===== src/rtl/sr_cmd_pkg.sv =====
// Shared types and widths for the SR command generator.
package sr_cmd_pkg;
  typedef enum logic [1:0] {IDLE, DRIVE_S, DRIVE_R, HOLD} state_t;

  localparam int PHASE_W = 4;
  localparam int CNT_W   = 8;
endpackage


===== src/rtl/sat_counter.sv =====
// Up-counter that sticks at its all-ones value instead of wrapping.
module sat_counter #(
  parameter int WIDTH = 8
) (
  input  logic             clk,
  input  logic             rst_n,
  input  logic             inc,
  output logic [WIDTH-1:0] count
);
  always_ff @(posedge clk or negedge rst_n) begin
    if (!rst_n)
      count <= '0;
    else if (inc && (count != {WIDTH{1'b1}}))
      count <= count + 1'b1;
  end
endmodule


===== src/rtl/sr_command_gen.sv =====
// Turns set/reset requests into guarded, mutually exclusive S/R pulses for a
// downstream SR flip-flop, tracking the Q it should hold and counting conflicts.
import sr_cmd_pkg::*;

module sr_command_gen #(
  parameter int PULSE_WIDTH = 1,
  parameter int HOLD_CYCLES = 2
) (
  input  logic             Clk,
  input  logic             Rst_n,
  input  logic             Set_req,
  input  logic             Reset_req,
  output logic             S,
  output logic             R,
  output logic             Q_model,
  output logic             Busy,
  output logic             Conflict,
  output logic [CNT_W-1:0] Conflict_cnt
);
  localparam logic [PHASE_W-1:0] DRIVE_LAST = PHASE_W'(PULSE_WIDTH - 1);
  localparam logic [PHASE_W-1:0] HOLD_LAST  =
    PHASE_W'((HOLD_CYCLES > 0) ? HOLD_CYCLES - 1 : 0);

  state_t               state;
  logic [PHASE_W-1:0]   phase;
  logic                 conflict_hit;

  assign conflict_hit = (state == IDLE) && Set_req && Reset_req;

  sat_counter #(.WIDTH(CNT_W)) u_conflict_cnt (
    .clk   (Clk),
    .rst_n (Rst_n),
    .inc   (conflict_hit),
    .count (Conflict_cnt)
  );

  // One phase counter times both the drive pulse and the idle guard after it.
  always_ff @(posedge Clk or negedge Rst_n) begin
    if (!Rst_n) begin
      state    <= IDLE;
      phase    <= '0;
      S        <= 1'b0;
      R        <= 1'b0;
      Q_model  <= 1'b0;
      Busy     <= 1'b0;
      Conflict <= 1'b0;
    end else begin
      Conflict <= 1'b0;
      case (state)
        IDLE: begin
          if (Set_req && !Reset_req) begin
            state   <= DRIVE_S;
            S       <= 1'b1;
            Q_model <= 1'b1;
            Busy    <= 1'b1;
            phase   <= DRIVE_LAST;
          end else if (Reset_req && !Set_req) begin
            state   <= DRIVE_R;
            R       <= 1'b1;
            Q_model <= 1'b0;
            Busy    <= 1'b1;
            phase   <= DRIVE_LAST;
          end else if (conflict_hit) begin
            Conflict <= 1'b1;
          end
        end
        DRIVE_S, DRIVE_R: begin
          if (phase == '0) begin
            S <= 1'b0;
            R <= 1'b0;
            if (HOLD_CYCLES == 0) begin
              state <= IDLE;
              Busy  <= 1'b0;
            end else begin
              state <= HOLD;
              phase <= HOLD_LAST;
            end
          end else begin
            phase <= phase - 1'b1;
          end
        end
        HOLD: begin
          if (phase == '0) begin
            state <= IDLE;
            Busy  <= 1'b0;
          end else begin
            phase <= phase - 1'b1;
          end
        end
        default: state <= IDLE;
      endcase
    end
  end
endmodule

===== config.mk =====
export PLATFORM = sky130hd
export DESIGN_NAME = sr_command_gen
export DESIGN_NICKNAME = d
export VERILOG_FILES = /design/src/rtl/sr_cmd_pkg.sv /design/src/rtl/sat_counter.sv /design/src/rtl/sr_command_gen.sv
export SDC_FILE = /design/constraint.sdc
export NUM_CORES = 1
export LEC_CHECK = 0
export ABC_CLOCK_PERIOD_IN_PS = 4120
export BUFFER_PORTS_ARGS = -buffer_cell sky130_fd_sc_hd__buf_2
export CAP_MARGIN = 20
export CORE_ASPECT_RATIO = 0.9
export CORE_UTILIZATION = 40
export DETAILED_ROUTE_END_ITERATION = 10
export PLACE_DENSITY = 0.57
export SLEW_MARGIN = 25
export SYNTH_ARGS = -nofsm -noshare
export SYNTH_HDL_FRONTEND = slang
export SYNTH_HIERARCHICAL = 1
export SYNTH_SLANG_ARGS = --single-unit

===== constraint.sdc =====
create_clock -name Clk -period 4.12 [get_ports Clk]
set_clock_uncertainty 0.2 [all_clocks]
set_input_delay 0.824 -clock Clk [delete_from_list [all_inputs] [get_ports Clk]]
set_output_delay 0.824 -clock Clk [all_outputs]
set_load 0.02 [all_outputs]

==> impl_results.md, run 1 <==
- Die Footprint: 0.00299 mm2
- Synth top area cells: dfrtp_1 43%, ha_1 10%, mux2i_1 2.7%
- Synth Area in Adders: 10.2%
- Post-synthesis mux area share: ~6.1%
- Largest family of logic cells by synthesized area: compound AO/OA/AOI/OAI gates
- First-pass GRT wire length: about 3400 um
- Routed Antenna Nets: 0
- Max Fclk: 0.466 GHz
- CTS max path bufs: 2
- Syn_area_per_cell: ~11 um2
- Post-synthesis compound-gate area fraction: 21.0%
- Power Total: 0.894 mW
- GR Overflow Total: 0
- Clk root buf: clkbuf_4
- Number of synthesized flops with an enable pin: 0
- Outcome: complete, but fails checks
- Slew @ Worst Pin: 510 ps
- Pre-Repair DR Iteration Count: 7
- Fillers: 243
- Worst EP required: 4110 ps
- Initial antenna violation count: 0
- Antenna Cells: 0
- CTS tree: yes
- Wire per inst: 13.8 um
- Failing checks: design-rule violations
- CTS resizes: 0
- Max VDD drop: 0.332 mV
- LEAKAGE: 0.606 nW
- Most common cell after layout, fill and taps aside: dfrtp_1
- Reg clk slew, reported paths: 100 ps
- Cells after Synth: 100
- Crit end category: register
- Skew-Pair Late Insertion Delay: 290 ps
- Sw Ratio: 42.7%
- Simple-Gate Fraction of Synth Area: between 10% and 20%
- Fin. Hold Viols: 0
- Post-synth top area share: 42.9%
- Combinational fraction of design power: roughly 55%
- Initial DRC count: 19
- Cts bufs inserted: 3
- Primary FF master, synth: dfrtp_1
- Die width: approximately 57 um
- Minimum clock period: 2140 ps
- Max FO, Critical Path: 9
- DIE HEIGHT: approximately 52 um
- Synthesized net count: 113
- Vias in the first global route: 752
- Critical R2R Launch: state[1]
- PortBufs: 16
- Maximum Capacitance Violations: 0
- RSZ-0062 raised after global routing: no
- Synth Cell Area: 0.00111 mm2
- # rows: 17
- Crit share post-route: 52.0%
- Global-route usage over all layers: 15.2%
- Vias: roughly 840
- Sequential cell area fraction in the yosys report: 42.9%
- Critical path origin: Set_req
- Setup violators final: 0
- Slew Viols, Final: 0
- CTS Hold Buffers Added: 0
- Io pins: 17
- Postcts setup bufs: 0
- Number of synthesis warnings: 6
- Drt drc: 1
- Power Density: around 700 mW/mm2
- WS Path Type: in2reg
- DP HPWL: 1490 um
- Unique masters post-synth: 45
- Data arrival, critical path: 2130 ps
- Total Wirelength: approximately 2000 um
- CP startpoint kind: input pin
- Core Area: roughly 0.0025 mm2
- Share of layout cells above drive strength 1: 26.1%
- Initial core utilization: roughly 44%
- Hold Crit Class: in2async
- XOR/XNOR Fraction of Synth Area: 1.58%
- Most frequent cells in the layout: 19 x dfrtp_1, 16 x buf_2, 9 x ha_1
- Pin count of the biggest net entering global routing: 20
- P_sw: 0.382 mW
- Total negative slack: 0 ps
- Slew headroom: approximately two thirds
- Asr flop ratio synth: 100%
- Final Net Count: around 130
- Vias per cell: 5.71
- # H-tree levels: 1
- Clk sinks: 19
- Internal Power: 0.512 mW
- Clk pwr share: 10.2%
- Sequential share of power: 34.8%
- Yosys top cell by area: dfrtp_1
- Gpl congestion: 0.765
- Synth Register Bits: 19
- Area growth from synthesis to layout: 12.3%
-- power by group through the flow --
stage | combinational (mW) | sequential [mW] | clock, mW
3_3_place_gp | 0.486 | 0.314 | 0
5_1_grt | 0.550 | 0.321 | 0.107
6_report | 0.492 | 0.311 | 0.0908
2_1_floorplan | 0.340 | 0.351 | 0
3_5_place_dp | 0.494 | 0.315 | 0
4_1_cts | 0.496 | 0.312 | 0.0967
-- stage by stage --
stage	hold slack [ps]	util [%]	area, um2	cells	worst slack [ps]
2_1_floorplan	311	-	1110	100	1990
3_3_place_gp	264	48.1	1220	143	1760
3_5_place_dp	267	48.1	1220	143	1680
4_1_cts	261	49.2	1240	147	2000
5_1_grt	269	49.2	1240	147	1900
6_report	252	49.2	1240	147	1980
-- cell type report --
| cell class | instances | area, um2 | area share [%] |
|---|---|---|---|
| multi-input combinational | 72 | 598 | 48.0 |
| tap | 28 | 35.0 | 2.81 |
| sequential | 19 | 475 | 38.2 |
| timing repair buffer | 16 | 80.1 | 6.43 |
| clock buffer | 4 | 26.3 | 2.11 |
| inverter | 8 | 30.0 | 2.41 |
-- final timing paths --
| path | slack, ps | end | depth (start not counted) |
|---|---|---|---|
| max | 1980 | phase[1] | 5 |
| max in group asynchronous | 3170 | state[1] | 1 |
| min reg2reg | 290 | R | 1 |
| min in group Clk | 290 | R | 1 |
| max reg2reg | 2040 | u_conflict_cnt/count[5] | 6 |
| min | 250 | phase[2] | 1 |
-- cell usage after synthesis (all sizes together), types with 2 or more instances --
cell type / instances
nor3: 4
o21bai: 4
ha: 9
nor3b: 2
a22o: 3
nand2b: 2
o21ai: 2
nand3: 3
a21o: 2
mux2i: 3
and3: 2
a211o: 2
a21oi: 3
inv: 8
mux2: 3
nand2: 3
o31ai: 4
a41oi: 2
dfrtp: 19
a31oi: 2
-- worst max-delay path: stages --
cell,delay [ps]
buf_2,110
ha_1,270
nor3b_2,490
nor3_1,180
a22o_1,260
-- cells by family (layout without fill, tap and decap cells) --
logic type      after synthesis  after routing
compound gates               30             30
simple gates                 25             25
flops                        19             19
fa+ha+maj                     9              9
buf+inv                       9             28
mux                           6              6
xor+xnor                      2              2
-- sequential cells by signal, summed over array words and instances, names as in the netlist --
register,cells
Busy,1
Conflict,1
Q_model,1
R,1
S,1
phase,4
state,2
u_conflict_cnt/count,8
-- layer usage --
metal / up-vias / part of all wire, % / GRT usage [%]
met4: 0 / 0.84 / 4.88
met1: 410 / 50 / 19.7
li1: 411 / - / -
met2: 16 / 45 / 23.8
met5: - / 0 / 0
met3: 2 / 4.4 / 5.22
No activity file was read; power rests on OpenSTA's default activity.
==> run 2: changes to the inputs <==
- ABC_CLOCK_PERIOD_IN_PS: 4120 -> 2200
- clock period: 4.12 -> 2.2 ns (I/O delays scaled with it)
==> impl_results.md, run 2 (synthesized netlist as in run 1, its figures left out) <==
- Cells on worst reg2reg path: 6 (unchanged)
- Wire per inst: 13.7 um (-0.61%)
- Maximum Capacitance Violations: 0 (unchanged)
- Most frequent cells in the layout: 19 x dfrtp_1, 16 x buf_2, 9 x ha_1
- Clk sinks: 19 (unchanged)
- Most common cell after layout, fill and taps aside: dfrtp_1
- Data arrival, critical path: 2030 ps (-100 ps)
- Power Density: 1340 mW/mm2 (+87%)
- Hold Crit Class: reg2reg
- # H-tree levels: 1 (unchanged)
- Vias in the first global route: 772 (+2.7%)
- Slew Viols, Final: 0 (unchanged)
- LEAKAGE: 0.615 nW (+1.6%)
- Initial core utilization: 43.8% (unchanged)
- Area growth from synthesis to layout: 13.9%
- Setup violators final: 0 (unchanged)
- Postcts setup bufs: 0 (unchanged)
- Max FO, Critical Path: 6 (-3)
- DIE HEIGHT: 51.9 um (unchanged)
- Worst EP required: 2190 ps (-1920 ps)
- Largest reg by FF count: u_conflict_cnt/count
- Pin count of the biggest net entering global routing: 20 (unchanged)
- Worst Hold End: R
- Crit end category: register
- Max VDD drop: 0.638 mV (+92%)
- PortBufs: 16 (unchanged)
- Slew headroom: 70.6% (+4.7 points)
- Fillers: 224 (-7.8%)
- Skew-Pair Late Insertion Delay: 290 ps (about the same)
- Outcome: complete, but fails checks
- WS Path Type: reg2reg
- Fin. Hold Viols: 0 (unchanged)
- Regs by FF count: u_conflict_cnt/count (8), phase (4), state (2)
- Die width: 57.5 um (unchanged)
- Io pins: 17 (unchanged)
- GR Overflow Total: 0 (unchanged)
- Initial antenna violation count: 0 (unchanged)
- Vias per cell: 5.45 (-4.5%)
- Vias: 812 (-3.2%)
- Final Net Count: 135 (+1.5%)
- Initial DRC count: 17 (-2)
- Crit share post-route: 92.6%
- Share of layout cells above drive strength 1: 26.4% (+0.40 points)
- Total Wirelength: 2040 um (+0.74%)
- Drt drc: 1 (unchanged)
- Core Area: 0.00253 mm2 (unchanged)
- Hold path depth: 1
- CTS tree: yes
- Pre-Repair DR Iteration Count: 7 (unchanged)
- Total negative slack: 0 ps (unchanged)
- Die Footprint: 0.00299 mm2 (unchanged)
- CP startpoint kind: register
- FF-to-FF setup slack: 160 ps (-1880 ps)
- Placed cell area: 0.00123 mm2 (+0.62%)
- HP Start: R
- # rows: 17 (unchanged)
- Critical R2R Launch: state[0]
- Reg clk slew, reported paths: 110 ps (about the same)
- Routed Antenna Nets: 0 (unchanged)
- DP HPWL: 1510 um (+1.2%)
- Slew @ Worst Pin: 442 ps (-68.7 ps)
- Finished Cell Area: 0.00126 mm2 (+1.4%)
- Global-route usage over all layers: 16.0% (+0.77 points)
- RSZ-0062 raised after global routing: no
- R2r endpoint: u_conflict_cnt/count[5]
- Clk root buf: clkbuf_4
- Max Fclk: 0.491 GHz
- CTS max path bufs: 2 (unchanged)
- First-pass GRT wire length: 3580 um (+6.8%)
- Max reg flops: 8 (unchanged)
- Cts bufs inserted: 3 (unchanged)
- Antenna Cells: 0 (unchanged)
- Failing checks: design-rule violations
- Gpl congestion: 0.792 (+3.6%)
- Minimum clock period: 2040 ps
-- run 2: cell count changes in the layout (fill, tap and decap cells not counted) --
cell           delta
buf_4             +1
dlygate4sd3_1     +1
-- run 2: worst max-delay path, stage by stage, from the launching register on --
cell     delay (ps)
dfrtp_1         410
inv_1           100
ha_1            250
and3_1          300
and4_4          290
nand3_2          80
mux2_4          300
-- run 2: stage by stage --
step | power (mW) | setup slack [ps] | hold WS, ps | instances | utilization [%]
4_1_cts | 1.71 | 142 | 296 | 149 | 49.9
2_1_floorplan | 1.29 | 303 | -55.6 | 100 | -
5_1_grt | 1.86 | 7.45 | 313 | 149 | 49.9
6_report | 1.69 | 163 | 288 | 149 | 49.9
3_3_place_gp | 1.50 | 232 | 210 | 144 | 48.4
3_5_place_dp | 1.52 | 162 | 211 | 144 | 48.4
-- run 2: how the worst max path moves through the flow --
stage                   from                      end  slack (ps)  depth (start not counted)
floorplan           state[0]  u_conflict_cnt/count[5]         300                          6
global placement    state[0]  u_conflict_cnt/count[5]         230                          6
detailed placement  state[1]  u_conflict_cnt/count[5]         160                          6
CTS                 state[1]  u_conflict_cnt/count[5]         140                          6
global route        state[0]  u_conflict_cnt/count[5]           7                          6
finish              state[0]  u_conflict_cnt/count[5]         160                          6
-- run 2: layer usage --
metal  share of wire (%)  wire length (um)  vias to the layer above  global-route usage, %
li1                    -                 -                      418                      -
met1                  55              1130                      381                   22.9
met2                  41               839                       11                   23.3
met3                 3.0                61                        2                   5.22
met4                0.68                14                        0                   3.66
met5                   0                 0                        -                      0
-- run 2: cell type report --
cell class,count,area [um2],share of cell area [%]
inverter,8,30.0,2.38
timing repair buffer,18,97.6,7.73
tap,28,35.0,2.78
multi-input combinational,72,598,47.4
sequential,19,475,37.7
clock buffer,4,26.3,2.08
-- run 2: power by group --
part           switching, mW  leakage [nW]  internal, mW  total [mW]
combinational          0.508         0.360         0.423       0.931
sequential             0.112         0.240         0.471       0.583
clock                  0.107        0.0150        0.0705       0.178
-- run 2: what timing repair did --
action | in CTS | in global routing
setup endpoints to repair | 0 | 0
hold endpoints to repair | 19 | 0
hold buffers | 1 | 0
resized for setup | 0 | 0
